**config.mk**
```make
export PLATFORM = sky130hd
export DESIGN_NAME = rca_bist_ctrl_flat
export DESIGN_NICKNAME = d
export VERILOG_FILES = /design/src/rtl/rca_bist_ctrl_if.sv /design/src/rtl/rca_bist_ctrl.sv /design/src/flat_wrapper.sv
export SDC_FILE = /design/constraint.sdc
export NUM_CORES = 1
export LEC_CHECK = 0
export CAP_MARGIN = 20
export CORE_MARGIN = 5
export CORE_UTILIZATION = 50
export DETAILED_ROUTE_END_ITERATION = 10
export PLACE_DENSITY = 0.83
export SYNTH_ARGS = -nofsm -noshare
export SYNTH_HDL_FRONTEND = slang
export SYNTH_SLANG_ARGS = --single-unit
```
**constraint.sdc**
```tcl
create_clock -name clk -period 4.41 [get_ports clk]
set_clock_uncertainty 0.05 [all_clocks]
set_input_delay 0.6615 -clock clk [delete_from_list [all_inputs] [get_ports clk]]
set_output_delay 0.6615 -clock clk [all_outputs]
set_load 0.01 [all_outputs]
```
**src/rtl/rca_bist_ctrl_if.sv**
```systemverilog
// Bundle of control, status and adder-datapath signals for the rca_bist_ctrl BIST controller.
// The signature output exists only when RCA_BIST_SIG_EN is defined.
interface rca_bist_ctrl_if;
    logic       start;
    logic       abort;
    logic [4:0] sum_in;
    logic       cout_in;
    logic [4:0] a;
    logic [4:0] b;
    logic       c_1;
    logic       busy;
    logic       done;
    logic       pass;
    logic [5:0] fail_mask;
    logic [7:0] err_count;
`ifdef RCA_BIST_SIG_EN
    logic [15:0] signature;
`endif

    // master is the BIST controller; slave is the system control plus adder under test
    modport master (
`ifdef RCA_BIST_SIG_EN
        output signature,
`endif
        input  start,
        input  abort,
        input  sum_in,
        input  cout_in,
        output a,
        output b,
        output c_1,
        output busy,
        output done,
        output pass,
        output fail_mask,
        output err_count
    );

    modport slave (
`ifdef RCA_BIST_SIG_EN
        input  signature,
`endif
        output start,
        output abort,
        output sum_in,
        output cout_in,
        input  a,
        input  b,
        input  c_1,
        input  busy,
        input  done,
        input  pass,
        input  fail_mask,
        input  err_count
    );
endinterface

```
**src/rtl/rca_bist_ctrl.sv**
```systemverilog
// BIST controller for a 5-bit ripple-carry adder: 8-vector sweeps, golden compare, fault mask/count.
// Optional MISR response signature is enabled by defining RCA_BIST_SIG_EN.
module rca_bist_ctrl #(
    parameter int RESP_LAT   = 1,
    parameter int NUM_PASSES = 1
) (
    input  logic          clk,
    input  logic          init,
    rca_bist_ctrl_if.master bus
);

    typedef enum logic [1:0] {
        IDLE = 2'd0,
        RUN  = 2'd1,
        DONE = 2'd2
    } state_t;

    localparam int             HW         = (RESP_LAT > 1) ? $clog2(RESP_LAT) : 1;
    localparam logic [HW-1:0]  HOLD_LAST  = HW'(RESP_LAT - 1);
    localparam logic [3:0]     PASS_LAST  = 4'(NUM_PASSES - 1);

    state_t        state_q, state_d;
    logic [2:0]    d_q, d_d;
    logic [HW-1:0] hold_q, hold_d;
    logic [3:0]    pass_cnt_q, pass_cnt_d;
    logic [5:0]    fail_mask_q, fail_mask_d;
    logic [7:0]    err_count_q, err_count_d;
    logic          pass_q, pass_d;
`ifdef RCA_BIST_SIG_EN
    logic [15:0]   sig_q, sig_d;
`endif

    logic [4:0] vec_a, vec_b;
    logic       vec_c;
    logic       a1, b1;
    logic [5:0] expected;
    logic [5:0] mismatch;
    logic [5:0] mask_next;
    logic       sample;

    // Operands are a pure function of the vector index; they are forced to zero outside RUN
    always_comb begin
        a1 = (~d_q[1] & (d_q[2] | d_q[0])) | (d_q[2] & d_q[0]);
        b1 = (~d_q[0] & (d_q[2] | d_q[1])) | (d_q[2] & d_q[1]);
        vec_a = '0;
        vec_b = '0;
        vec_c = 1'b0;
        if (state_q == RUN) begin
            vec_a = {d_q[1], a1, d_q[1], a1, d_q[2]};
            vec_b = {d_q[0], b1, d_q[0], b1, d_q[1]};
            vec_c = d_q[0];
        end
    end

    always_comb begin
        expected  = {1'b0, vec_a} + {1'b0, vec_b} + {5'b0, vec_c};
        mismatch  = expected ^ {bus.cout_in, bus.sum_in};
        mask_next = fail_mask_q | mismatch;
        sample    = (state_q == RUN) && !bus.abort && (hold_q == HOLD_LAST);
    end

    always_comb begin
        state_d     = state_q;
        d_d         = d_q;
        hold_d      = hold_q;
        pass_cnt_d  = pass_cnt_q;
        fail_mask_d = fail_mask_q;
        err_count_d = err_count_q;
        pass_d      = pass_q;
`ifdef RCA_BIST_SIG_EN
        sig_d       = sig_q;
`endif
        unique case (state_q)
            IDLE: begin
                if (bus.start && !bus.abort) begin
                    state_d     = RUN;
                    d_d         = '0;
                    hold_d      = '0;
                    pass_cnt_d  = '0;
                    fail_mask_d = '0;
                    err_count_d = '0;
                    pass_d      = 1'b0;
`ifdef RCA_BIST_SIG_EN
                    sig_d       = 16'hFFFF;
`endif
                end
            end
            RUN: begin
                if (bus.abort) begin
                    state_d = IDLE;
                    pass_d  = 1'b0;
                end else if (sample) begin
                    hold_d      = '0;
                    fail_mask_d = mask_next;
                    if ((mismatch != 6'd0) && (err_count_q != 8'hFF)) begin
                        err_count_d = err_count_q + 8'd1;
                    end
`ifdef RCA_BIST_SIG_EN
                    sig_d = {sig_q[14:0], sig_q[15] ^ sig_q[11] ^ sig_q[4]}
                            ^ {10'b0, bus.cout_in, bus.sum_in};
`endif
                    // The 3-bit index wraps to 0 on its own when a sweep repeats
                    d_d = d_q + 3'd1;
                    if (d_q == 3'd7) begin
                        if (pass_cnt_q == PASS_LAST) begin
                            state_d = DONE;
                            pass_d  = (mask_next == 6'd0);
                        end else begin
                            pass_cnt_d = pass_cnt_q + 4'd1;
                        end
                    end
                end else begin
                    hold_d = hold_q + HW'(1);
                end
            end
            DONE: begin
                state_d = IDLE;
            end
            default: begin
                state_d = IDLE;
            end
        endcase
    end

    always_ff @(posedge clk or negedge init) begin
        if (!init) begin
            state_q     <= IDLE;
            d_q         <= '0;
            hold_q      <= '0;
            pass_cnt_q  <= '0;
            fail_mask_q <= '0;
            err_count_q <= '0;
            pass_q      <= 1'b0;
        end else begin
            state_q     <= state_d;
            d_q         <= d_d;
            hold_q      <= hold_d;
            pass_cnt_q  <= pass_cnt_d;
            fail_mask_q <= fail_mask_d;
            err_count_q <= err_count_d;
            pass_q      <= pass_d;
        end
    end

`ifdef RCA_BIST_SIG_EN
    always_ff @(posedge clk or negedge init) begin
        if (!init) begin
            sig_q <= '0;
        end else begin
            sig_q <= sig_d;
        end
    end

    assign bus.signature = sig_q;
`endif

    assign bus.a         = vec_a;
    assign bus.b         = vec_b;
    assign bus.c_1       = vec_c;
    assign bus.busy      = (state_q == RUN);
    assign bus.done      = (state_q == DONE);
    assign bus.pass      = pass_q;
    assign bus.fail_mask = fail_mask_q;
    assign bus.err_count = err_count_q;

endmodule
```
**src/flat_wrapper.sv**
```systemverilog
// flat-port wrapper written by rule: the top's interface ports become plain ports
module rca_bist_ctrl_flat 
#(
    parameter int RESP_LAT   = 1,
    parameter int NUM_PASSES = 1
)
  (clk, init, bus_start, bus_abort, bus_sum_in, bus_cout_in, bus_a, bus_b, bus_c_1, bus_busy, bus_done, bus_pass, bus_fail_mask, bus_err_count);
  rca_bist_ctrl_if bus_i ();
  input  logic clk;
  input  logic init;
  input wire logic [$bits(bus_i.start)-1:0] bus_start;
  input wire logic [$bits(bus_i.abort)-1:0] bus_abort;
  input wire logic [$bits(bus_i.sum_in)-1:0] bus_sum_in;
  input wire logic [$bits(bus_i.cout_in)-1:0] bus_cout_in;
  output wire logic [$bits(bus_i.a)-1:0] bus_a;
  output wire logic [$bits(bus_i.b)-1:0] bus_b;
  output wire logic [$bits(bus_i.c_1)-1:0] bus_c_1;
  output wire logic [$bits(bus_i.busy)-1:0] bus_busy;
  output wire logic [$bits(bus_i.done)-1:0] bus_done;
  output wire logic [$bits(bus_i.pass)-1:0] bus_pass;
  output wire logic [$bits(bus_i.fail_mask)-1:0] bus_fail_mask;
  output wire logic [$bits(bus_i.err_count)-1:0] bus_err_count;
  assign bus_i.start = bus_start;
  assign bus_i.abort = bus_abort;
  assign bus_i.sum_in = bus_sum_in;
  assign bus_i.cout_in = bus_cout_in;
  assign bus_a = bus_i.a;
  assign bus_b = bus_i.b;
  assign bus_c_1 = bus_i.c_1;
  assign bus_busy = bus_i.busy;
  assign bus_done = bus_i.done;
  assign bus_pass = bus_i.pass;
  assign bus_fail_mask = bus_i.fail_mask;
  assign bus_err_count = bus_i.err_count;
  rca_bist_ctrl #(.RESP_LAT(RESP_LAT), .NUM_PASSES(NUM_PASSES)) u_core (.clk(clk), .init(init), .bus(bus_i));
endmodule
```
==> results of run 1 <==
## per-layer routing
layer	wire (um)	GRT usage, %	up-vias	share of wire, %
met5	0	0	-	0
met4	52	5.32	0	1.3
met3	198	4.89	6	5.1
met2	2120	34.7	36	54
met1	1540	22.1	688	39
li1	-	-	680	-
## registers in the layout (all words and copies together), names as in the netlist
signal / count
u_core.bus.err_count: 8
u_core.pass_cnt_q: 4
u_core.hold_q: 1
u_core.state_q: 2
u_core.bus.fail_mask: 6
u_core.bus.pass: 1
u_core.d_q: 3
## worst register-to-register path: stages (launching register included)
cell and delay, ns:
dfrtp_1 0.55, or2b_1 0.33, clkinv_1 0.18, nand2_1 0.12, fa_1 0.46, inv_1 0.09
fa_1 0.42, xor2_1 0.19, or3_1 0.44, o41ai_4 0.78, a21oi_2 0.08, a31o_1 0.23
## area by class of cell
cell class	count	area (sq um)	share of cell area, %
multi-input cells	130	891	43.8
flip-flops and latches	25	626	30.8
repair buffers	39	393	19.3
well taps	44	55.1	2.71
inverters	11	41.3	2.03
clock buffers	4	26.3	1.29
## stage by stage
step                      utilization [%]  cells  worst slack (ns)  power (W)
after CTS                            65.5    252             0.401   0.000737
after global routing                 66.0    253             0.120   0.000785
after global placement               64.4    247             0.555   0.000616
after detailed placement             64.7    248             0.466   0.000632
after floorplan                         -    176             0.865   0.000504
final                                66.0    253             0.405   0.000733
## worst min-delay path by stage
stage                     slack, ns                      end                     from  cells past startpoint
after global placement         0.46  u_core.bus.fail_mask[3]  u_core.bus.fail_mask[3]                      2
after detailed placement       0.48  u_core.bus.fail_mask[3]  u_core.bus.fail_mask[3]                      2
after CTS                      0.51  u_core.bus.fail_mask[3]  u_core.bus.fail_mask[3]                      2
final                          0.50  u_core.bus.fail_mask[3]  u_core.bus.fail_mask[3]                      2
after floorplan                0.32  u_core.bus.err_count[0]                     init                      0
after global routing           0.53  u_core.bus.fail_mask[3]  u_core.bus.fail_mask[3]                      2
## cells by family after synthesis
family / count (synthesis)
AND/OR/NAND/NOR: 69
buffers and inverters: 21
AO/OA/AOI/OAI: 44
XOR/XNOR: 8
adder cells (fa/ha/maj): 9
flip-flops: 25
## power by group
part	internal (W)	leakage, nW	switching [W]
clock network	0.0000354	0.0150	0.0000687
registers	0.000262	0.337	0.0000438
logic	0.000155	0.504	0.000168
total	0.000453	0.856	0.000280
## cell usage in the layout (no fill, tap or decap), drive strengths merged, types with 2 or more instances in the layout
cell	netlist	final
dfrtp	25	25
inv	10	10
buf	8	2
clkdlybuf4s50	0	37
a2111oi	2	2
or4	2	2
nor2b	3	3
or3	6	6
a21boi	2	2
nand4	3	3
xor2	4	4
clkbuf	2	4
nand3	9	9
xnor2	4	4
o21ai	15	15
o31ai	2	2
or3b	2	2
fa	2	2
ha	7	7
a21oi	17	17
nor2	15	15
nand2	17	17
nor4	2	2
==> impl_summary.md, run 1 <==
Status
The run finished with clean final reports.

Finish
The final cell area excluding filler cells is 2030 sq um. The layout cell share with drive strength beyond 1 is approximately 8%. The filler cells instantiated in the layout total 278.

The number of antenna diodes in the final layout is 0. The number of nets in the finished design is 229. Relative to the synthesized area, the layout overhead comes to 25.2%.

Clocking
The tree is rooted in a clkbuf_4. The post-CTS setup-driven buffer insertion count is 0. After clock tree synthesis, the flow added hold-fix buffers numbering 0.

The TritonCTS clock tree is built. The clock net in this run drives a total of 25 sinks. Clock tree synthesis inserted a total of 3 buffers. The number of buffers between clock root and the deepest sink is 2. The clock-pin transition on the worst setup and hold timing paths is 0.14 ns. Post-CTS repair changed the size of 0 cells. CTS built an H-tree with a depth of 1. For the worst-skew pair, the clock arrives at the later sink with an insertion delay of 0.32 ns.

Route
The DRC violations left is 0. The total via count after detailed routing is 1410. The detailed-route wire length is 3920 um. Dividing the detail-routed wire length by the instance count gives ~15 um.

The detailed router finished its first iteration with 101 violations. The first TritonRoute pass finished after 4 iterations. The mean number of vias per cell is 5.57. The residual antenna-violating net count after detailed routing is 0.

Synth
The number of warnings reported in the yosys synthesis log is 0. Summing the areas of all fa, ha and maj instances in the mapped netlist gives 7.86% of the synthesized area. The compound-cell area share of the yosys netlist is 19.5%.

The post-synth net total is approximately 200. Yosys mapped the design onto 46 distinct sky130hd cell types. Summing the areas of all xor and xnor instances in the mapped netlist gives 4.78% of the synthesized area.

The cell type contributing the most total cell area after synthesis is dfrtp_1. Sequential elements use 38.6% of the synthesized area. The register bit count reported by yosys is 25.

The mean area per synthesized cell is 9.22 sq um. The area of the mapped netlist is about 1600 sq um. Of all flip-flops after synthesis, the portion carrying an async set or reset was 100%. The number of enable-type register cells in the synthesized netlist is 0. The most used standard cell by instance count after synthesis is dfrtp_1. The commonest cells after synthesis are dfrtp_1, nand2_1, a21oi_1. In the synthesized netlist the dominant register cell turns out to be dfrtp_1. The mux contribution to synthesized area is 0%. After synthesis, the largest family of logic cells by area is simple AND/OR/NAND/NOR gates.

Yosys attributes the largest share of cell area to dfrtp_1, ha_1, a21oi_1. Synthesis produced a netlist whose cell count is 176. The top cell type's share of synthesized area is 38.6%. Summing the areas of all and, or, nand and nor instances in the mapped netlist gives 22.4% of the synthesized area.

Timing
The number of failing setup endpoints in the final timing report is 0. The final hold violation count was 0. Hold timing on the final database bottoms out at a slack of 0.501 ns. The relative slew slack is 46.9%. At the pin with the least slew margin, the transition time is 0.794 ns. The minimum clock period is 4.01 ns. Setup repair after global routing left no endpoint under its margin. Dividing the final minimum period by the clock period gives 90.8%. The max-slew violation count was 0. The top achievable clock speed is 250 MHz. In the final timing run, aggregate negative setup slack is 0 ns.

Global route
The total congestion overflow after global routing is 0. The pin count of the biggest net entering global routing is 26. The initial antenna violation count was 0. The number of global-route vias before repair is about 1.5k. The global-route wire length before repair is 6620 um. Global routing consumed, over all layers together, 19.2% of the routing resources.

Placed design
In this run the tool buffered the top-level ports with 37 buffer cells. The placed instances occupy a cell area of 1990 sq um. Routability-driven placement finished with a final weighted congestion of ~0.89. The half-perimeter wire length after detailed placement is 3090 um.

Die
The full die area is 4480 sq um. The number of standard-cell rows in the floorplan is 20. 38 I/O pins were placed.

The core region is 3080 sq um. In this run the horizontal extent of the chip is between 60 and 70 um. The overall die height is 67.0 um. The initial utilization of the core area, before any placement, comes to 52.7%.

Critical path
Counting cells, the worst reg-to-reg path comes to 11. The reg-to-reg endpoint is u_core.bus.err_count[6]. Walking the worst path, the cells encountered are or2b_1, clkinv_1, nand2_1, fa_1, inv_1, fa_1, xor2_1, or3_1, o41ai_4, a21oi_2, a31o_1. The combined buffer and inverter count along the critical path is 2. Counting stages on the worst path, the most repeated cell is fa_1. The largest single stage delay on the critical path is 0.78 ns. The register-to-register path setup slack is 0.40 ns.

The category of cells accounting for the largest share of critical-path delay is compound AO/OA/AOI/OAI gates. The type of element launching the critical path is a flip-flop. The critical path capture point type is a flip-flop. STA puts the critical path data arrival time at 4.18 ns.

The number of stages on the worst setup path is 11. The critical path's slowest cell is o41ai_4. The critical path starts at u_core.state_q[0]. The worst setup path is of the reg -> reg kind.

The worst setup path endpoint is u_core.bus.err_count[6]. The top fanout value on the critical path is 16. The critical path data required time is 4.58 ns. The startpoint identified for the worst register-to-register timing path is u_core.state_q[0].

Min path
The class of the tightest hold or removal check is reg -> reg.

Pwr
In this run the static leakage power is 0.856 nW. The worst-case IR drop observed on VDD is 0.196 mV. The areal power density over the cells is 361 nW/um^2.

Job
The tool flagged a number of max-cap violations equal to 0.
(Power assumes the default switching activity.)
==> run 2, diff against run 1 <==
--- a/config.mk
+++ b/config.mk
@@ -6,10 +6,11 @@
 export NUM_CORES = 1
 export LEC_CHECK = 0
 export CAP_MARGIN = 20
-export CORE_MARGIN = 5
+export CORE_MARGIN = 10
 export CORE_UTILIZATION = 50
 export DETAILED_ROUTE_END_ITERATION = 10
 export PLACE_DENSITY = 0.83
+export SKIP_LAST_GASP = 1
 export SYNTH_ARGS = -nofsm -noshare
 export SYNTH_HDL_FRONTEND = slang
 export SYNTH_SLANG_ARGS = --single-unit
==> run 2 against run 1 <==
Compared with the run above: sequential share of layout area is 0.19 points lower; non-clock buffer count unchanged; wire length up 6.7%; via count rose by 2.2%; largest cell class unchanged; highest routed layer unchanged.
==> impl_summary.md, run 2 (synthesized netlist as in run 1, its figures left out) <==
Timing
The top achievable clock speed is 247 MHz. The actual transition at the worst max-transition pin is between 0.8 and 0.9 ns. Setup violations remaining at the end of the flow were counted as 0. The max-slew violation count is 0. Setup repair after global routing left no endpoint under its margin. The relative slew slack is 45.9%. The final hold violation count is 0. The fraction of the cycle the final worst path needs is 91.9%. The routed design could run at a clock period as short as about 4.1 ns. The total negative setup slack is 0 ns.

The worst hold-check slack is 0.498 ns.

Pwr
The total power is 0.000740 W. The maximum resistive drop on vdd is roughly 0.27 mV. The areal power density over the cells is 362 nW/um^2.

The static leakage is 0.862 nW.

Finish
The area added between synthesis and finish is 26.0%. The library cell used most frequently in the layout, excluding fill and tap cells, is clkdlybuf4s50_1. The final cell area excluding filler cells is a little over 2000 sq um. The layout cell share with drive strength beyond 1 is between 8 and 9%. In the layout the commonest cells are clkdlybuf4s50_1, dfrtp_1, nand2_1.

The post-route non-filler standard cell count is 253. The flip-flop count of the largest register after layout is 8. The antenna cell count is 0. After the last flow step, the layout net total stands at 229.

Clocking
The post-CTS setup-driven buffer insertion count is 0. The number of clock buffers inserted by TritonCTS is 3. No sink is reached through more buffers than the 2 on the longest clock path. The clock sink count is 25. In this run the number of H-tree levels came out at 1.

The number of gates resized after cts is 0. The clock latency reported for the late side of the worst-skew pair is 0.32 ns. The root buffer cell chosen for the clock tree is clkbuf_4.

The number of buffers added to fix hold violations after cts is 0. TritonCTS built the clock tree. Clock-pin slew was measured on the worst setup and hold paths at 0.15 ns.

Global route
The number of global-route vias before repair was 1452. The total congestion overflow after global routing is 0. Entering global routing, the biggest net connects 17 pins.

The initial antenna violation count came to 0. The first global-routing pass estimated 7070 um of wire. Global routing used around 14% of the available tracks.

Min path
The min-delay analysis places its worst path in the category reg -> reg.

Critical path
STA classifies the critical path startpoint as a flip-flop. Among the stages of the critical path, the cell type that occurs most often is fa_1. The critical path capture point type is a flip-flop. The top fanout value on the critical path is 16.

Traced cell by cell, the critical path runs through or2b_1, clkinv_1, nand2_1, fa_1, inv_1, fa_1, xor2_1, or3_1, o41ai_4, o21ai_1, a21oi_1. The critical path data required time is 4.60 ns. For the worst setup path, the data arrival time is 4.24 ns. By startpoint and endpoint, the worst setup path is classified as reg -> reg. Among all stages on the critical path, the largest delay is contributed by o41ai_4. The maximum single-stage delay on the critical path is 0.79 ns.

Die
The die boundary width is just under 80 um. The standard cell core area is between 3000 and 4000 sq um. The starting density of the core is 52.7%.

The die covers 5920 sq um. In this run the vertical extent of the chip is 77.0 um. In this run the core area contains 20 standard-cell rows. The top-level port count is 38.

Placed design
Routability-driven placement finished with a final weighted congestion of 0.852. Counting tap cells, the placed design contains a total of 249 instances. Detailed placement finished with a half-perimeter wire length of 3330 um. During placement, the flow inserted port buffers numbering 37. Once placement finished, the instance area stood at 2020 sq um.

Route
The mean number of vias per cell is 5.70. The final routed wire length divided by cell count is 16.5 um. The DRC violations left is 0. In this run the remaining antenna-violating nets after routing total 0.

The detailed-route wire length is around 4200 um. The number of DRC markers in iteration 0 is between 90 and 100. The first-pass detailed-route iteration total is 4. The total via count after detailed routing is 1441.

Status
The run finished with clean final reports.

Job
The reported max-cap violation count is 0.
==> run 2: cell counts in the layout (fill, tap and decap cells not counted) <==
Identical to the previous run, type by type.
==> run 2: final cells by class <==
type,instances,area [sq um]
sequential,25,626
timing repair buffer,39,405
multi-input combinational,130,891
inverter,11,41.3
tap,44,55.1
fill,267,1030
clock buffer,4,26.3
==> run 2: final timing paths <==
path / startpoint / endpoint / slack (ns) / cells past startpoint
min in group asynchronous: init / u_core.pass_cnt_q[2] / 0.64 / 1
max in group asynchronous: init / u_core.bus.err_count[4] / 3.17 / 2
min reg2reg: u_core.bus.fail_mask[4] / u_core.bus.fail_mask[4] / 0.50 / 2
max: u_core.state_q[0] / u_core.bus.err_count[4] / 0.36 / 11
min: u_core.bus.fail_mask[4] / u_core.bus.fail_mask[4] / 0.50 / 2
max reg2reg: u_core.state_q[0] / u_core.bus.err_count[4] / 0.36 / 11
==> run 2: critical path: cells and delay by family (launching register included) <==
kind                     cells  cell delay (ns)
AO/OA/AOI/OAI                3             1.13
XOR/XNOR                     1             0.18
adder cells (fa/ha/maj)      2             0.90
buffers and inverters        2             0.27
flip-flops                   1             0.56
AND/OR/NAND/NOR              3             0.88
==> run 2: per-stage QoR <==
step                setup WS, ns  util (%)
finish                     0.359      66.4
floorplan                  0.865         -
global placement           0.555      64.4
global route               0.124      66.4
detailed placement         0.422      65.6
CTS                        0.371      66.4
==> run 2: report_power, final <==
group          switching [W]  internal [W]
Clock              0.0000698     0.0000354
Combinational       0.000173      0.000156
Sequential         0.0000439      0.000262
Total               0.000286      0.000454
==> run 2: routing by layer <==
| metal | track usage [%] | vias to the layer above | wire (um) |
|---|---|---|---|
| li1 | - | 681 | - |
| met1 | 15.8 | 728 | 1700 |
| met2 | 25.4 | 28 | 2260 |
| met3 | 3.50 | 4 | 181 |
| met4 | 3.83 | 0 | 40 |
| met5 | 0 | - | 0 |
